`config.mk`:
```
export PLATFORM = sky130hd
export DESIGN_NAME = regfile_sb
export DESIGN_NICKNAME = d
export VERILOG_FILES = /design/src/rtl/regfile_sb.sv
export SDC_FILE = /design/constraint.sdc
export NUM_CORES = 2
export LEC_CHECK = 0
export CORE_MARGIN = 8
export CORE_UTILIZATION = 30
export CTS_CLUSTER_SIZE = 40
export DETAILED_ROUTE_END_ITERATION = 12
export PLACE_DENSITY = 0.51
export SYNTH_ARGS = -nofsm -noshare
export SYNTH_HDL_FRONTEND = slang
export SYNTH_SLANG_ARGS = --single-unit
```
`constraint.sdc`:
```
create_clock -name clk -period 2.82 [get_ports clk]
set_input_delay 0.282 -clock clk [delete_from_list [all_inputs] [get_ports clk]]
set_output_delay 0.282 -clock clk [all_outputs]
set_load 0.05 [all_outputs]
```
`src/rtl/regfile_sb.sv`:
```
// regfile_sb: multi-read-port register file with a pending-write scoreboard,
// EX/WB operand bypass and ID-stage stall generation.
//
// Entry 0 reads as zero and is never written. Each read port resolves its
// operand combinationally from EX forwarding, WB forwarding, the scoreboard
// and the array, in that order.
//
// Build option: define REGFILE_WB_BYPASS_EN to forward the writeback value
// to same-cycle readers. Without it, such a reader stalls for one cycle and
// picks the value up from the array on the following cycle.
module regfile_sb #(
  parameter int DATA_W   = 32,
  parameter int ADDR_W   = 5,
  parameter int NUM_READ = 2
) (
  input  logic                         clk,
  input  logic                         rst_n,
  input  logic                         wb_en,
  input  logic [ADDR_W-1:0]            wb_addr,
  input  logic [DATA_W-1:0]            wb_data,
  input  logic                         ex_en,
  input  logic [ADDR_W-1:0]            ex_addr,
  input  logic                         ex_valid,
  input  logic [DATA_W-1:0]            ex_data,
  input  logic                         issue_en,
  input  logic [ADDR_W-1:0]            issue_addr,
  input  logic                         sb_clear,
  input  logic [NUM_READ-1:0]          rd_en,
  input  logic [NUM_READ*ADDR_W-1:0]   rd_addr,
  output logic [NUM_READ*DATA_W-1:0]   rd_data,
  output logic [(2**ADDR_W)-1:0]       pending,
  output logic                         stall
);

  localparam int DEPTH = 2**ADDR_W;

  logic [DATA_W-1:0]   mem [DEPTH];
  logic [DEPTH-1:0]    pend_q;
  logic [DEPTH-1:0]    pend_d;
  logic [NUM_READ-1:0] port_stall;
  logic                wb_wr;
  logic                issue_set;

  // Register 0 is constant zero, so writes to it are dropped.
  assign wb_wr     = wb_en && (wb_addr != '0);

  // A new producer is only recorded when ID actually issues.
  assign issue_set = issue_en && !stall && (issue_addr != '0);

  // Register array: cleared by reset, written from the WB path.
  // NOTE: the array must read as zero straight out of reset, so every entry
  // sits on the asynchronous reset; this rules out mapping it to a RAM macro.
  always_ff @(posedge clk or negedge rst_n) begin
    if (!rst_n) begin
      for (int i = 0; i < DEPTH; i++) begin
        // NOTE: state elements always take non-blocking assignments so every
        // flop samples pre-edge values, regardless of block ordering.
        mem[i] <= '0;
      end
    end else if (wb_wr) begin
      mem[wb_addr] <= wb_data;
    end
  end

  // Scoreboard next state: clear beats everything; a set beats a same-cycle
  // writeback clear because the issuing instruction is the younger producer.
  always_comb begin
    // NOTE: start from a full default so no path leaves pend_d unassigned,
    // which would otherwise infer a latch.
    pend_d = pend_q;
    if (sb_clear) begin
      pend_d = '0;
    end else begin
      if (wb_en) begin
        pend_d[wb_addr] = 1'b0;
      end
      if (issue_set) begin
        pend_d[issue_addr] = 1'b1;
      end
    end
    pend_d[0] = 1'b0;
  end

  // Scoreboard register.
  always_ff @(posedge clk or negedge rst_n) begin
    if (!rst_n) begin
      pend_q <= '0;
    end else begin
      pend_q <= pend_d;
    end
  end

  assign pending = pend_q;

  // Per-port operand resolution.
  for (genvar p = 0; p < NUM_READ; p++) begin : g_port
    logic [ADDR_W-1:0] addr;
    logic [DATA_W-1:0] data;
    logic              stl;

    assign addr = rd_addr[p*ADDR_W +: ADDR_W];

    // Forwarding priority: EX, then WB, then scoreboard, then array.
    // Reset forces the port quiet even though EX/WB inputs may be live.
    always_comb begin
      data = '0;
      stl  = 1'b0;
      if (rst_n && rd_en[p] && (addr != '0)) begin
        if (ex_en && (addr == ex_addr)) begin
          if (ex_valid) begin
            data = ex_data;
          end else begin
            stl = 1'b1;
          end
`ifdef REGFILE_WB_BYPASS_EN
        end else if (wb_en && (addr == wb_addr)) begin
          data = wb_data;
`else
        end else if (wb_en && (addr == wb_addr)) begin
          stl = 1'b1;
`endif
        end else if (pend_q[addr]) begin
          stl = 1'b1;
        end else begin
          data = mem[addr];
        end
      end
    end

    assign rd_data[p*DATA_W +: DATA_W] = data;
    assign port_stall[p]               = stl;
  end

  assign stall = |port_stall;

endmodule

```
Word-level counts from Yosys, hierarchy flattened
Index checks and enable logic that the tools add are counted.
W data, S select, Z words.
{"block": "totals", "reg_bits": 1055, "inputBits": 98, "out_inout_bits": 97, "wordCells": 112}
{"block": "classes", "n_lt_le_gt_ge": 10, "eq_ne": 4, "n_mux": 39, "bitwise_logic": 6, "n_reduce_logical": 20}
{"operator": "$bwmux W1024", "n": 1}
{"operator": "$mux W32", "n": 18}
{"operator": "$bmux W32 S5", "n": 2}
{"operator": "$demux W32 S5", "n": 1}
{"operator": "$and A32 B32 Y32", "n": 1}
{"operator": "$not A32 Y32", "n": 1}
{"operator": "$or A32 B32 Y32", "n": 1}
{"operator": "$lt A5 B6 Y1 const B", "n": 4}
{"operator": "$eq A5 B5 Y1", "n": 4}
{"operator": "$reduce_bool A5 Y1", "n": 4}
{"operator": "$ge A6 B6 Y1 const B", "n": 3}
{"operator": "$not A5 Y6", "n": 3}
{"operator": "$logic_and A1 B1 Y1", "n": 14}
{"operator": "$mux W1", "n": 13}
{"operator": "$bmux W1 S5", "n": 2}
{"operator": "$demux W1 S5", "n": 2}
{"operator": "$ge A5 B1 Y1 const B", "n": 2}
{"operator": "$lt A6 B1 Y1 const B", "n": 1}
{"operator": "$reduce_or A2 Y1", "n": 1}
{"operator": "$logic_not A1 Y1", "n": 1}

Longest topological paths before layout
{"block": "depth", "word_depth": 12, "depth_mapped": 12}

Worst setup path after synthesis
Ideal clock, no wire load.
{"block": "synth_path", "path_type": "register to output", "from": "reg pend_q[7] (netlist: pending[7])", "to": "out rd_data[38]", "arrival_ns": 2.631, "path_slack_ns": -0.093, "path_stages_with_launch": 8, "path_buffers": 1, "cell_sequence": "dfrtp_1 > mux4_2 > a22oi_1 > a32o_1 > o21ai_0 > clkbuf_1 > o21ai_0 > nor2b_1"}
{"block": "synth_between", "elab_chain_len": 6}
{"element": "start, declared", "line_no": "38", "source": "logic [DEPTH-1:0] pend_q;"}
{"element": "start signal, assigned", "line_no": "89", "source": "pend_q <= pend_d;"}
{"element": "$bmux W1 S5", "line_no": "122", "source": "end else if (pend_q[addr]) begin"}
{"element": "$mux W1 (not written as such)", "line_no": "122"}
{"element": "$mux W32", "line_no": "122"}
{"element": "$mux W32", "line_no": "119", "source": "end else if (wb_en && (addr == wb_addr)) begin"}
{"element": "$mux W32", "line_no": "109", "source": "if (ex_en && (addr == ex_addr)) begin"}
{"element": "$mux W32", "line_no": "108", "source": "if (rst_n && rd_en[p] && (addr != '0)) begin"}
{"element": "end, declared", "line_no": "30", "source": "output logic [NUM_READ*DATA_W-1:0] rd_data,"}
Every way passes these cells. The select of a mux whose other input is x is not followed.

Worst setup path after layout
Same ends and word-level chain as after synthesis.

==> flow_summary.ini <==
[critical_path]
cp.buffers_inverters = 3
cp_top_family = compound AO/OA/AOI/OAI gates
critPathArrivalTime_ps = 2970
rr_endpoint = pending[13]
cpMostUsedCell = buf_12
r2r_cells = 11
end_kind = primary output
cp-start-kind = flip-flop
path_cells = mux4_2 > a22oi_2 > a32o_2 > o21ai_4 > buf_12 > buf_12 > o21ai_4 > nor2b_4 > buf_12
crit_type = reg -> out
cp-startpoint = pending[7]
crit_required_ps = 2540
rrSetupSlack_ps = 80
worstPathMaxFanout = 8
cpPeakStageDelay_ps = 500
crit_path_top_delay_cell = mux4_2
worstReg2RegStart = pending[26]

[power_and_ir_drop]
seq_power_share_pct = 42.3
switching_power_mw = 12.7
p_int_mw = 34.3
ir_worst_vdd_uv = 505
p_clk_share_pct = 34.5
switching_share_pct = 27.0
leakagePower_nw = 29.6
power.density_nw_per_um2 = 663
combPwrFrac_pct = 23.2

[synthesis]
yosys.area.top_type = dfrtp_1
synth_edf_count = 0
netlist_instances = 3566
synth_area_leaders = dfrtp_1, mux4_2, mux2_2
synth_flop_cell = dfrtp_1
synth_top_area_share_pct = 46.3
synth_nets = 3664
synth_area_per_cell_um2 = 16.0
synth_cell_types = 45
ys_ff_latch = 1055
ys_warn_count = 0
synth_area_um2 = 57000
yosysSeqAreaShare_pct = 46.3
async_flop_share_pct = 100

[layout]
final_common_cell = dfrtp_1
fill_cells = 17600
mostFrequentLayoutCells = dfrtp_1, mux2_2, mux4_2
fin_nets = 3972
drive_gt1_share_pct = 63.1
area_growth_pct = 24.4
final_util_pct = 37.4

[global_route]
gr-total-overflow = 0
grt.total_usage_pct = 18.7
grt_pass1_vias = 37600
grt_pass1_wl_mm = 282
antenna_found_initial = 13
grt_max_degree = 140

[drt]
ant_nets = 0
avgRoutedWirePerCell_um = 29.7
drc = 0
via_count = 35300
finalWirelength_mm = 193
initialDrtViolationCount = 2661
dr.pass1.iters = 6
viasPerCell = 5.43

[placement]
portBuffers = 193
gp_congestion = 0.790
place_hpwl_mm = 125

[clock_tree]
clockRootBuffer = clkbuf_16
clk_latency_ps = 740
path_clk_slew_ps = 60
cts_num_sinks = 1055
clockBufferDepth = 3
cts_buffers = 117
htreeDepth = 3
cts_tree = built

[floorplanning]
fp-row-count = 160
die_x_um = 452
ios = 195
die_h_um = 452
die-area_um2 = 204000
start_util_pct = 30.1
core-area_um2 = 190000

[sta]
finalHoldViolations = 0
maxSlewViolCount = 0
period_share_pct = 115
setup_viol = 65
slew_headroom_pct = 30.9
min_period_ps = 3250
rsz0062_at_grt = true
setup_tns_ps = -21460
fin_skew_ps = 12.2
tightest_slew_ps = 1030
setup_ws_ps = -434
fmax_mhz = 307

[worst_hold_path]
hp-class = in -> async

[outcome]
status = finished, violations left
violations = negative setup slack

[run]
maxCapViolCount = 0
registers in the layout (all words and copies together) (netlist names):
register,count
mem,1024
pending,31
how the worst max path moves through the flow:
stage	end	slack [ps]	cells past startpoint
after floorplan	rd_data[37]	30	10
after detailed placement	rd_data[37]	-640	13
after global routing	rd_data[38]	-530	9
after global placement	rd_data[37]	-610	13
after CTS	rd_data[7]	-480	7
final	rd_data[38]	-430	9
power by group through the flow:
| stage | combinational (mW) | clock (mW) | sequential (mW) |
|---|---|---|---|
| floorplan | 7.35 | 0 | 19.4 |
| global placement | 10.6 | 0 | 20.0 |
| finish | 10.9 | 16.2 | 19.9 |
| global route | 11.6 | 17.2 | 20.3 |
| CTS | 11.0 | 16.6 | 19.9 |
| detailed placement | 10.7 | 0 | 20.1 |
Yosys cell counts (all sizes together) (2+ instances only):
cell type,count
a221oi,2
a22o,3
a22oi,3
a2bb2oi,32
a311oi,2
a31oi,2
and2,4
and3b,2
buf,168
clkbuf,252
dfrtp,1055
inv,3
mux2,993
mux2i,84
mux4,646
nand2,64
nand2b,19
nand3,8
nand3b,21
nand4,2
nor2,55
nor2b,37
nor3,4
nor3b,5
nor4,3
o21ai,35
o31ai,13
o32ai,13
o41ai,3
or3b,4
xnor2,8
xor2,12
worst register-to-register path: cells and delay by family (launching register included):
kind	cells	cell delay (ps)
muxes	2	620
buffers and inverters	4	620
and+or+nand+nor	2	250
AOI/OAI and AO/OA	3	750
DFF	1	400
cells by family after synthesis:
family | Yosys count | synth area share (%)
mux | 1723 | 46.6
flops | 1055 | 46.3
buf+inv | 423 | 3.23
simple gates | 233 | 2.10
compound gates | 111 | 1.44
xor+xnor | 20 | 0.307
other cells | 1 | 0.00658
repair_timing:
item                       4_1_cts  5_1_grt
buffers inserted                 6        6
gates resized for setup        123       30
setup endpoints to repair       65       65
pin swaps                       16       15
hold buffers                     2        0
hold endpoints to repair       105        0
stage by stage:
stage	hold slack (ps)	total power, mW	instance area (um2)	std cells	setup WS, ps
CTS	165	47.5	70700	6480	-475
global route	201	49.2	70900	6488	-532
global placement	177	30.6	66200	6256	-615
floorplan	-13.6	26.8	57200	3566	26.7
detailed placement	176	30.8	66200	6256	-641
finish	207	47.0	70900	6488	-434
routing by layer:
metal,global-route usage [%],vias to the layer above,wire length [um]
li1,-,14600,-
met1,26.2,19400,86500
met2,29.3,981,89800
met3,3.58,295,10300
met4,6.03,2,6300
met5,0,-,10
cell type report:
| type | count | area, um2 | area share, % |
|---|---|---|---|
| Multi-Input combinational cell | 2088 | 29800 | 42.0 |
| Sequential cell | 1055 | 26400 | 37.2 |
| Timing Repair Buffer | 609 | 7490 | 10.6 |
| Clock buffer | 173 | 3470 | 4.89 |
| Tap cell | 2511 | 3140 | 4.43 |
| Clock inverter | 45 | 613 | 0.865 |
| Inverter | 3 | 11.3 | 0.0159 |
| Antenna cell | 4 | 10.0 | 0.0141 |
Power figures use the tool's default switching activity.
